### src/rtl/cdb_pkg.sv
// Shared types and constants for the CDB writeback slice.
//   cdb_src_e   : source unit that owns a broadcast
//   cdb_pkt_t   : CDB payload at the default codebase widths
//   PRIO_ORDER  : completion arbitration order, highest priority first
//   count_set   : population count of a per-unit flag vector
package cdb_pkg;

  localparam int unsigned CDB_TAG_W  = 6;
  localparam int unsigned CDB_DATA_W = 32;
  localparam int unsigned NUM_SRC    = 4;

  typedef enum logic [1:0] {
    SRC_DIV = 2'd0,
    SRC_MUL = 2'd1,
    SRC_INT = 2'd2,
    SRC_LS  = 2'd3
  } cdb_src_e;

  typedef struct packed {
    logic                  valid;
    logic [CDB_TAG_W-1:0]  tag;
    logic [CDB_DATA_W-1:0] data;
    cdb_src_e              src;
  } cdb_pkt_t;

  localparam cdb_src_e PRIO_ORDER [NUM_SRC] = '{SRC_DIV, SRC_MUL, SRC_INT, SRC_LS};

  // Number of set bits in a per-unit vector (0..NUM_SRC).
  function automatic logic [2:0] count_set(input logic [NUM_SRC-1:0] v);
    logic [2:0] n;
    n = '0;
    for (int i = 0; i < int'(NUM_SRC); i++) n = n + 3'(v[i]);
    return n;
  endfunction

endpackage

### src/rtl/cdb_writeback_pipe.sv
// latency_pipe: fixed-depth shift register carrying {valid, tag} of an issued op.
//   clk, rst_b      : clock, async active-low reset
//   clear           : synchronous kill of every valid bit
//   in_valid/in_tag : stage-0 load
//   out_valid/out_tag : stage DEPTH-1, i.e. the op completing this cycle
module latency_pipe #(
  parameter int unsigned DEPTH = 1,
  parameter int unsigned TAG_W = 6
) (
  input  logic             clk,
  input  logic             rst_b,
  input  logic             clear,
  input  logic             in_valid,
  input  logic [TAG_W-1:0] in_tag,
  output logic             out_valid,
  output logic [TAG_W-1:0] out_tag
);

  logic [DEPTH-1:0] vld;
  logic [TAG_W-1:0] tag_q [DEPTH];

  // Valid bits and tags advance together; clear only needs to drop the valids.
  always_ff @(posedge clk or negedge rst_b) begin
    if (!rst_b) begin
      vld <= '0;
      for (int i = 0; i < int'(DEPTH); i++) tag_q[i] <= '0;
    end else if (clear) begin
      vld <= '0;
    end else begin
      vld[0]   <= in_valid;
      tag_q[0] <= in_tag;
      for (int i = 1; i < int'(DEPTH); i++) begin
        vld[i]   <= vld[i-1];
        tag_q[i] <= tag_q[i-1];
      end
    end
  end

  assign out_valid = vld[DEPTH-1];
  assign out_tag   = tag_q[DEPTH-1];

endmodule

### src/rtl/cdb_writeback.sv
// cdb_writeback: tracks issued tags through per-unit latency pipes and drives one
// registered Common Data Bus broadcast per cycle.
//   clk, rst_b            : clock, async active-low reset
//   flush                 : kill all in-flight ops
//   issue_*/ *_tag        : issue pulses and destination tags (div, mul, int, ls)
//   *_result              : unit results, valid in each unit's completion cycle
//   cdb_valid/tag/data/src: registered broadcast
//   collision_err         : sticky, two or more completions in one cycle
//   inflight_cnt          : ops currently held in the pipes
module cdb_writeback
  import cdb_pkg::*;
#(
  parameter int unsigned NUM_MUL_CYC = 4,
  parameter int unsigned NUM_DIV_CYC = 6,
  parameter int unsigned TAG_W       = 6,
  parameter int unsigned DATA_W      = 32,
  localparam int unsigned CNT_W      = $clog2(NUM_MUL_CYC + NUM_DIV_CYC + 3)
) (
  input  logic              clk,
  input  logic              rst_b,
  input  logic              flush,
  input  logic              issue_div,
  input  logic              issue_mul,
  input  logic              issue_int,
  input  logic              issue_ls,
  input  logic [TAG_W-1:0]  div_tag,
  input  logic [TAG_W-1:0]  mul_tag,
  input  logic [TAG_W-1:0]  int_tag,
  input  logic [TAG_W-1:0]  ls_tag,
  input  logic [DATA_W-1:0] div_result,
  input  logic [DATA_W-1:0] mul_result,
  input  logic [DATA_W-1:0] int_result,
  input  logic [DATA_W-1:0] ls_result,
  output logic              cdb_valid,
  output logic [TAG_W-1:0]  cdb_tag,
  output logic [DATA_W-1:0] cdb_data,
  output cdb_src_e          cdb_src,
  output logic              collision_err,
  output logic [CNT_W-1:0]  inflight_cnt
);

  localparam int unsigned CNT_MAX = NUM_MUL_CYC + NUM_DIV_CYC + 2;

  if (NUM_MUL_CYC < 1 || NUM_DIV_CYC < 1) begin : g_bad_latency
    $error("cdb_writeback: unit latencies must be at least 1");
  end

  logic [NUM_SRC-1:0] iss;
  logic [NUM_SRC-1:0] comp;
  logic [TAG_W-1:0]   comp_tag  [NUM_SRC];
  logic [DATA_W-1:0]  comp_data [NUM_SRC];

  assign iss = {issue_ls, issue_int, issue_mul, issue_div};

  assign comp_data[SRC_DIV] = div_result;
  assign comp_data[SRC_MUL] = mul_result;
  assign comp_data[SRC_INT] = int_result;
  assign comp_data[SRC_LS]  = ls_result;

  latency_pipe #(.DEPTH(NUM_DIV_CYC), .TAG_W(TAG_W)) u_div_pipe (
    .clk(clk), .rst_b(rst_b), .clear(flush), .in_valid(issue_div), .in_tag(div_tag),
    .out_valid(comp[SRC_DIV]), .out_tag(comp_tag[SRC_DIV]));

  latency_pipe #(.DEPTH(NUM_MUL_CYC), .TAG_W(TAG_W)) u_mul_pipe (
    .clk(clk), .rst_b(rst_b), .clear(flush), .in_valid(issue_mul), .in_tag(mul_tag),
    .out_valid(comp[SRC_MUL]), .out_tag(comp_tag[SRC_MUL]));

  latency_pipe #(.DEPTH(1), .TAG_W(TAG_W)) u_int_pipe (
    .clk(clk), .rst_b(rst_b), .clear(flush), .in_valid(issue_int), .in_tag(int_tag),
    .out_valid(comp[SRC_INT]), .out_tag(comp_tag[SRC_INT]));

  latency_pipe #(.DEPTH(1), .TAG_W(TAG_W)) u_ls_pipe (
    .clk(clk), .rst_b(rst_b), .clear(flush), .in_valid(issue_ls), .in_tag(ls_tag),
    .out_valid(comp[SRC_LS]), .out_tag(comp_tag[SRC_LS]));

  // Fixed-priority winner: walk from lowest to highest priority so the highest overwrites.
  logic     win_valid;
  cdb_src_e win_src;

  always_comb begin
    win_valid = 1'b0;
    win_src   = SRC_INT;
    for (int i = int'(NUM_SRC) - 1; i >= 0; i--) begin
      if (comp[PRIO_ORDER[i]]) begin
        win_valid = 1'b1;
        win_src   = PRIO_ORDER[i];
      end
    end
  end

  logic               collision_c;
  logic [2:0]         n_iss;
  logic [2:0]         n_comp;
  logic [CNT_W+1:0]   cnt_sum;

  // Extra headroom bits so an underflow shows up as a set MSB rather than wrapping.
  always_comb begin
    n_iss       = count_set(iss);
    n_comp      = count_set(comp);
    collision_c = (n_comp > 3'd1);
    cnt_sum     = (CNT_W+2)'(inflight_cnt) + (CNT_W+2)'(n_iss) - (CNT_W+2)'(n_comp);
  end

  // Broadcast registers; tag/data/src hold whenever nothing wins.
  always_ff @(posedge clk or negedge rst_b) begin
    if (!rst_b) begin
      cdb_valid     <= 1'b0;
      cdb_tag       <= '0;
      cdb_data      <= '0;
      cdb_src       <= SRC_INT;
      collision_err <= 1'b0;
      inflight_cnt  <= '0;
    end else begin
      collision_err <= collision_err | collision_c;
      if (flush) begin
        cdb_valid    <= 1'b0;
        inflight_cnt <= '0;
      end else begin
        cdb_valid    <= win_valid;
        inflight_cnt <= CNT_W'(cnt_sum);
        if (win_valid) begin
          cdb_tag  <= comp_tag[win_src];
          cdb_data <= comp_data[win_src];
          cdb_src  <= win_src;
        end
      end
    end
  end

  a_cnt_range : assert property (@(posedge clk) disable iff (!rst_b || flush)
    !cnt_sum[CNT_W+1] && (cnt_sum <= (CNT_W+2)'(CNT_MAX)));

endmodule

### config.mk
export PLATFORM = sky130hd
export DESIGN_NAME = cdb_writeback
export DESIGN_NICKNAME = d
export VERILOG_FILES = /design/src/rtl/cdb_pkg.sv /design/src/rtl/cdb_writeback_pipe.sv /design/src/rtl/cdb_writeback.sv
export SDC_FILE = /design/constraint.sdc
export NUM_CORES = 1
export LEC_CHECK = 0
export CAP_MARGIN = 10
export CORE_ASPECT_RATIO = 1.2
export CORE_MARGIN = 5
export CORE_UTILIZATION = 35
export CTS_BUF_LIST = sky130_fd_sc_hd__clkbuf_8
export DETAILED_ROUTE_END_ITERATION = 7
export PLACE_DENSITY = 0.73
export SLEW_MARGIN = 20
export SYNTH_ARGS = -nofsm -noshare
export SYNTH_HDL_FRONTEND = slang
export SYNTH_SLANG_ARGS = --single-unit
### constraint.sdc
create_clock -name clk -period 5.5 [get_ports clk]
set_input_delay 1.375 -clock clk [delete_from_list [all_inputs] [get_ports clk]]
set_output_delay 1.375 -clock clk [all_outputs]
set_load 0.005 [all_outputs]
# Yosys cells after proc, flatten, opt, wreduce, memory -nomap -nowiden
# Index checks and enable logic that the tools add are counted.
classes:
  n_bitwise: 3
  magnitude_cmp: 2
  add_sub_neg: 8
  mux: 20
  n_reduce_logical: 1
op_table:
  columns: ["operator", "count"]
  rows:
  - ["$bmux 32 s2", 1]
  - ["$mux 32", 2]
  - ["$mux 6", 3]
  - ["$bmux 6 s2", 1]
  - ["$mux 1", 8]
  - ["$mux 4", 2]
  - ["$add 2x1->3", 2]
  - ["$add 3x1->3", 2]
  - ["$mux 2", 3]
  - ["$add 1x1->2", 2]
  - ["$add 4x3->4", 1]
  - ["$sub 4x3->4", 1]
  - ["$ge 3x3->1 const B", 1]
  - ["$gt 3x1->1 const B", 1]
  - ["$not 2->3", 1]
  - ["$reduce_and 2->1", 1]
  - ["$not 1->1", 1]
  - ["$or 1x1->1", 1]
totals:
  output_inout_bits: 46
  elab_cells: 56
  ff_bits: 130

# Longest topological paths before layout
# Gate-level depths: netlist (run 1).
depth:
  ltp_word: 8
  depth_mapped: 14

# Cells and area by module
# Synthesis (run 1) repeated with hierarchy kept, for this count alone.
hier_totals:
  cells_unflattened: 541
  area_unflattened_um2: 6732.7
by_module_without_submodules:
  columns: ["module", "seq_area_each_um2", "cells_per_inst", "n_inst", "area_each_um2"]
  rows:
  - ["cdb_writeback", 1152.4, 351, 1, 3269.4]
  - ["latency_pipe (u_div_pipe)", 1051.0, 95, 1, 1749.2]
  - ["latency_pipe (u_mul_pipe)", 700.7, 65, 1, 1143.6]
  - ["latency_pipe (u_int_pipe ...)", 175.2, 15, 2, 285.3]

# Worst setup path before layout (run 1)
# OpenSTA, ideal clock, no wires.
synth_path:
  kind: "in2reg"
  from: "input issue_mul"
  to: "register inflight_cnt[2]"
  arrival_ns: 3.113
  n_path_buf: 0
  stages: 7
  path_slack_ns: 2.256
  setup_time_ns: 0.132
  cell_sequence: "inv_1 > ha_1 > fa_1 > fa_1 > fa_1 > xor2_1 > nor2_1"
synth_via:
  elab_chain_cells: 6
synth_lines:
  columns: ["element", "line", "rtl"]
  rows:
  - ["start: declaration", "cdb_writeback.sv:23", "input logic issue_mul,"]
  - ["$add 1x1->2", "cdb_pkg.sv:32", "for (int i = 0; i < int'(NUM_SRC); i++) n = n + 3'(v[i]);"]
  - ["$add 2x1->3", "cdb_pkg.sv:32", null]
  - ["$add 3x1->3", "cdb_pkg.sv:32", null]
  - ["$add 4x3->4", "cdb_writeback.sv:101", "cnt_sum = (CNT_W+2)'(inflight_cnt) + (CNT_W+2)'(n_iss) - (CNT_W+2)'(n_comp);"]
  - ["$sub 4x3->4", "cdb_writeback.sv:101", null]
  - ["$mux 4", "cdb_writeback.sv:115", "if (flush) begin"]
  - ["end signal: assignment", "cdb_writeback.sv:120", "inflight_cnt <= CNT_W'(cnt_sum);"]
  - ["end: declaration", "cdb_writeback.sv:39", "output logic [CNT_W-1:0] inflight_cnt"]
# Every way passes these cells.
# A chain may end at the register's enable or synchronous reset.

# Worst setup path after layout (run 1)
# Ends and elaborated chain as after synthesis.

==> impl_metrics.toml, run 1 <==
[routing]
wl_met3_microns = 742
top_layer = "met4"
drtAntennaViolNets = 0
dr.pass1.iters = 6
routed_wl_mm = 15.46
vias_per_cell = 4.929
drcViolationCount = 0
drtIter0Drc = 263
drt-wirelength-per-cell_microns = 16.48
wl_met1_mm = 6.194
via_count = 4623
dr_wl_met2_mm = 8.095

[die]
fp.dieH_microns = 156.1
start_util_pct = 35.55
num_rows = 53
io_pins = 205
core_sq_um = 17510
dieArea_sq_um = 20560
dieWidth_microns = 131.7

[placement]
dp_slack_ns = 1.605
numPortBuffers = 204
place_congestion = 0.8218
dpl.hpwl_mm = 11.41

[synthesis]
syn_area_sq_um = 6223
yosysUniqueCellTypes = 32
yosys.area.top_type_share_pct = 51.87
synth-seq-cells = 130
yosysTopAreaCell = "dfrtp_1"
synth_cells = 513
synth_nets = 687
synth.avg_cell_area_sq_um = 12.13
synth-edff-count = 0
synth_flop_cell = "dfrtp_1"
yosysMostFrequentCell = "dfrtp_1"
ys_seq_area_share_pct = 52.29
async_reset_ff_share_pct = 100.0
yosysWarnings = 0
synth_area_leaders = "dfrtp_1 (52%), mux2_2 (13%), mux2i_1 (9.3%)"
synthTopCellsByCount = "dfrtp_1 (129), mux2_2 (72), mux2i_1 (58)"

[sta]
slew_viol_final = 0
slew_headroom_pct = 28.66
hold_viol_final = 0
min_period_over_period_pct = 62.63
period_minus_slack_ns = 3.445
rsz0062_at_grt = "no"
fin_setup_tns_ns = 0
fin_skew_ns = 0.008219
setup_ws_ns = 2.055
finalSetupViolCount = 0
tightest_slew_ns = 1.070
max_freq_ghz = 0.2903

[global_routing]
grt_max_degree = 96
grt_pass1_wl_mm = 25.52
grtUsageTotal_pct = 15.47
grt_pass1_vias = 5124
antenna_found_initial = 0
grt.overflow.total = 0

[clock_network]
clkTransAtPathRegs_ns = 0.07
hold_buffers = 0
cts.sinks = 130
post_cts_buffers = 0
cts_tree = "built"
cts_made_buffers = 17
post_cts_resized = 0
htreeDepth = 4
clock_path_buffers = 2
insertion_delay_ns = 0.43
clockRootBuffer = "clkbuf_8"

[pwr]
switching_share_pct = 25.48
seqPwrFrac_pct = 45.4
power.share.clock_pct = 28.8
switching_power_uw = 681.0
ir_drop_v = 0.0002094
powerDensity_nw_per_um2 = 304.0
p_leak_uw = 0.003673
p_comb_share_pct = 25.8
total_power_uw = 2673
p_int_uw = 1992

[critical_path]
startpoint_type = "input port"
crit_type = "input port to register"
cp_num_buf_inv = 2
crit_required_ns = 5.76
crit_path_end_kind = "register"
path_cells = "clkdlybuf4s50_1 -> inv_1 -> ha_1 -> fa_1 -> fa_1 -> fa_1 -> xor2_1 -> nor2_1"
cpPeakStageDelay_ns = 0.47
cp_top_family = "adder cells"
arrival_ns = 3.71
crit_fanout = 2
cp_slowest_cell = "fa_1"
cpMostUsedCell = "fa_1"

[run]
drv_cap = 0

[final_layout]
fin_util_pct = 50.22
layout.nets = 880
syn2layout_area_growth_pct = 41.27
fillers = 1535
layout-drive-gt1-share_pct = 15.46
diodes = 0

[status]
outcome = "complete, no violations"

[worst_hold_path]
holdCritPathClass = "register to register"
placed cells by master (no fill, tap or decap), types with 2 or more instances in the layout:
cell type / n
bufinv_16: 2
xor2_1: 2
nor2b_1: 45
fa_1: 4
inv_1: 22
a31oi_1: 18
a21oi_1: 3
mux2_2: 72
buf_4: 6
nand2_1: 41
dfrtp_1: 129
clkinv_2: 3
nand2b_1: 2
a2bb2oi_1: 18
mux2i_1: 58
o221ai_1: 20
ha_1: 10
clkbuf_8: 21
clkdlybuf4s50_1: 202
nor2_1: 25
final cells by class:
class	instances	area [sq um]	area share, %
Timing Repair Buffer	209	2078	23.64
Clock buffer	21	289.0	3.287
Sequential cell	130	3254	37.01
Clock inverter	10	93.84	1.067
Inverter	18	67.56	0.7685
Tap cell	220	275.3	3.131
Multi-Input combinational cell	330	2734	31.09
layer usage:
metal	track usage, %	up-vias
li1	-	2189
met1	17.50	2247
met2	27.59	156
met3	4.065	31
met4	6.712	0
met5	0	-
sequential cells by signal (all words and copies together), names as in the netlist, 6 cells and up:
name	count
u_div_pipe.vld	6
cdb_tag	6
u_mul_pipe.out_tag	6
u_div_pipe.tag_q	30
u_div_pipe.out_tag	6
cdb_data	32
u_int_pipe.out_tag	6
u_mul_pipe.tag_q	18
u_ls_pipe.out_tag	6
cell families (layout without fill, tap and decap cells):
| logic type | after synthesis | count (layout) | share of synthesized area (%) |
|---|---|---|---|
| XOR/XNOR | 3 | 3 | 0.4223 |
| AND/OR/NAND/NOR | 118 | 118 | 9.308 |
| adder cells (fa/ha/maj) | 15 | 15 | 3.498 |
| buffers and inverters | 53 | 258 | 4.101 |
| multiplexers | 130 | 130 | 22.36 |
| flip-flops | 130 | 130 | 52.29 |
| AO/OA/AOI/OAI | 64 | 64 | 8.022 |
stage by stage:
stage / hold WS (ns) / instance area [sq um] / instances
CTS: 0.4722 / 8782 / 938
floorplan: 0.4385 / 6223 / 513
finish: 0.4661 / 8792 / 938
global route: 0.4911 / 8792 / 938
detailed placement: 0.4501 / 8399 / 907
global placement: 0.4468 / 8399 / 907
final timing paths:
kind                                    from           endpoint  slack (ns)  depth (start not counted)
max                                issue_mul    inflight_cnt[2]        2.06                          8
min                        u_mul_pipe.vld[0]  u_mul_pipe.vld[1]        0.47                          1
max reg2reg                u_div_pipe.vld[5]    inflight_cnt[2]        2.08                         10
min reg2reg                u_mul_pipe.vld[0]  u_mul_pipe.vld[1]        0.47                          1
max in group asynchronous              rst_b         cdb_src[1]        3.43                          2
min in group asynchronous              rst_b        cdb_data[3]        1.01                          1
power groups by stage:
stage / Sequential (uW) / Clock, uW / Combinational [uW]
floorplan: 1220 / 0 / 345
global placement: 1220 / 0 / 669
detailed placement: 1230 / 0 / 699
CTS: 1210 / 804 / 702
global route: 1240 / 850 / 758
finish: 1210 / 771 / 689
(Power assumes the default switching activity.)
==> run 2: changes to the inputs <==
==> constraint.sdc (replaced) <==
create_clock -name clk -period 3.38 [get_ports clk]
set_input_delay 0.845 -clock clk [delete_from_list [all_inputs] [get_ports clk]]
set_output_delay 0.845 -clock clk [all_outputs]
set_load 0.005 [all_outputs]
==> run 2 against run 1 <==
Compared with the run above:
- power increased by 65%
- non-clock buffer count grew 9
- critical path depth grew 2
- clock power increased by 71%
- critical path type is now register to register
- critical endpoint unchanged
- largest cell class unchanged
- highest routed layer unchanged
==> impl_metrics.toml, run 2 (synthesis gave the netlist of run 1 again) <==
[status]
outcome = "complete, no violations"

[routing]
routed_wl_mm = 15.57
via_count = 4650
drt-wirelength-per-cell_microns = 16.43
vias_per_cell = 4.905
dr.pass1.iters = 4
drtAntennaViolNets = 0
drcViolationCount = 0
drtIter0Drc = 200

[sta]
rsz0062_at_grt = "no"
min_period_over_period_pct = 95.42
finalSetupViolCount = 0
slew_viol_final = 0
fin_setup_tns_ns = 0
fin_skew_ns = 0.007644
slew_headroom_pct = 38.74
max_freq_ghz = 0.3101
tightest_slew_ns = 0.9189
setup_ws_ns = 0.1549
hold_viol_final = 0
period_minus_slack_ns = 3.225

[die]
dieWidth_microns = 131.7
num_rows = 53
start_util_pct = 35.55
dieArea_sq_um = 20560
core_sq_um = 17510
io_pins = 205
fp.dieH_microns = 156.1

[pwr]
switching_share_pct = 26.36
ir_drop_v = 0.0002696
seqPwrFrac_pct = 44.6
p_leak_uw = 0.003716
total_power_uw = 4416
switching_power_uw = 1164
p_comb_share_pct = 25.5
p_int_uw = 3252
powerDensity_nw_per_um2 = 496.2
power.share.clock_pct = 29.8

[placement]
dpl.hpwl_mm = 11.55
numPortBuffers = 204
dp_slack_ns = 0.05825
dp.cells = 915
place_congestion = 0.8247

[critical_path]
crit_required_ns = 3.68
cpPeakStageDelay_ns = 0.53
cpMostUsedCell = "fa_1"
startpoint_type = "register"
cp_slowest_cell = "fa_1"
crit_type = "register to register"
cp_num_buf_inv = 2
crit_fanout = 2
path_cells = "inv_1 -> fa_1 -> inv_1 -> ha_1 -> ha_1 -> fa_1 -> fa_1 -> fa_1 -> xor2_1 -> nor2_1"
cp_top_family = "adder cells"
crit_path_end_kind = "register"
arrival_ns = 3.53

[clock_network]
cts.sinks = 130
clockRootBuffer = "clkbuf_8"
htreeDepth = 4
cts_tree = "built"
cts_made_buffers = 17
clkTransAtPathRegs_ns = 0.07
clock_path_buffers = 2
insertion_delay_ns = 0.44

[final_layout]
diodes = 0
layout-drive-gt1-share_pct = 17.17
syn2layout_area_growth_pct = 43.00
reg_top3 = "cdb_data: 32 flops, u_div_pipe.tag_q: 30 flops, u_mul_pipe.tag_q: 18 flops"
largest_reg_flops = 32
largest_register = "cdb_data"
fillers = 1569
mostFrequentLayoutCell = "clkdlybuf4s50_1"
multi_input_area_sq_um = 2724
regArea_sq_um = 3254
finalNonFillerCells = 948
layout.nets = 889
final_cell_mix = "clkdlybuf4s50_1 (202), dfrtp_1 (129), mux2_2 (72), mux2i_1 (58), nor2b_1 (45)"

[global_routing]
grt_pass1_wl_mm = 25.86
grt.overflow.total = 0
grtUsageTotal_pct = 15.56
grt_max_degree = 116
grt_pass1_vias = 5003
antenna_found_initial = 0

[run]
drv_cap = 0

[worst_hold_path]
holdCritPathClass = "register to register"
## run 2: cell types whose count changed in the layout (fill, tap and decap cells not counted), sizes merged
cell,delta
buf,+8
clkinv,+2
clkinvlp,+1
inv,-1
## run 2: area by class of cell
type                    count  share of cell area, %
clock buffers              20                  3.093
clock inverters            12                  1.462
inverters                  18                 0.7592
multi-input cells         330                  30.61
flip-flops and latches    130                  36.57
well taps                 220                  3.093
repair buffers            218                  24.42
## run 2: worst paths after layout
kind                                   start           endpoint  slack, ns  depth (start not counted)
setup / recovery           u_div_pipe.vld[5]    inflight_cnt[2]       0.15                         10
hold / removal             u_div_pipe.vld[2]  u_div_pipe.vld[3]       0.46                          1
setup reg to reg           u_div_pipe.vld[5]    inflight_cnt[2]       0.15                         10
hold reg to reg            u_div_pipe.vld[2]  u_div_pipe.vld[3]       0.46                          1
max in group asynchronous              rst_b    inflight_cnt[2]       2.12                          2
min in group asynchronous              rst_b       cdb_data[13]       0.49                          1
## run 2: power groups by stage
stage	logic, uW	registers, uW	clock network, uW
floorplan	561	1980	0
global placement	1100	1990	0
detailed placement	1140	2000	0
CTS	1150	1970	1370
global route	1250	2010	1440
finish	1130	1970	1320
## run 2: metrics by stage
stage               utilization (%)  hold slack (ns)  instance area [sq um]
CTS                           50.78           0.4641                   8890
finish                        50.84           0.4645                   8900
detailed placement            48.46           0.4493                   8484
global placement              48.46           0.4468                   8484
global route                  50.84           0.4739                   8900
floorplan                         -           0.4385                   6223
## run 2: what timing repair did
action	4_1_cts	5_1_grt
hold endpoints to repair	0	0
setup endpoints to repair	0	2
hold buffers	0	0
resized for setup	0	1
buffers inserted	0	1
## run 2: metal layers
metal / GRT usage (%) / up-vias / routed length [microns]
li1: - / 2208 / -
met1: 18.87 / 2288 / 6449
met2: 26.57 / 133 / 8054
met3: 4.387 / 21 / 755
met4: 5.634 / 0 / 314
met5: 0 / - / 0
==> run 3: changes to the inputs <==
--- a/config.mk
+++ b/config.mk
@@ -5,7 +5,6 @@
 export SDC_FILE = /design/constraint.sdc
 export NUM_CORES = 1
 export LEC_CHECK = 0
-export CAP_MARGIN = 10
 export CORE_ASPECT_RATIO = 1.2
 export CORE_MARGIN = 5
 export CORE_UTILIZATION = 35
==> results of run 3 <==
The final DEF is identical to that of run 2; final timing and power are the same.
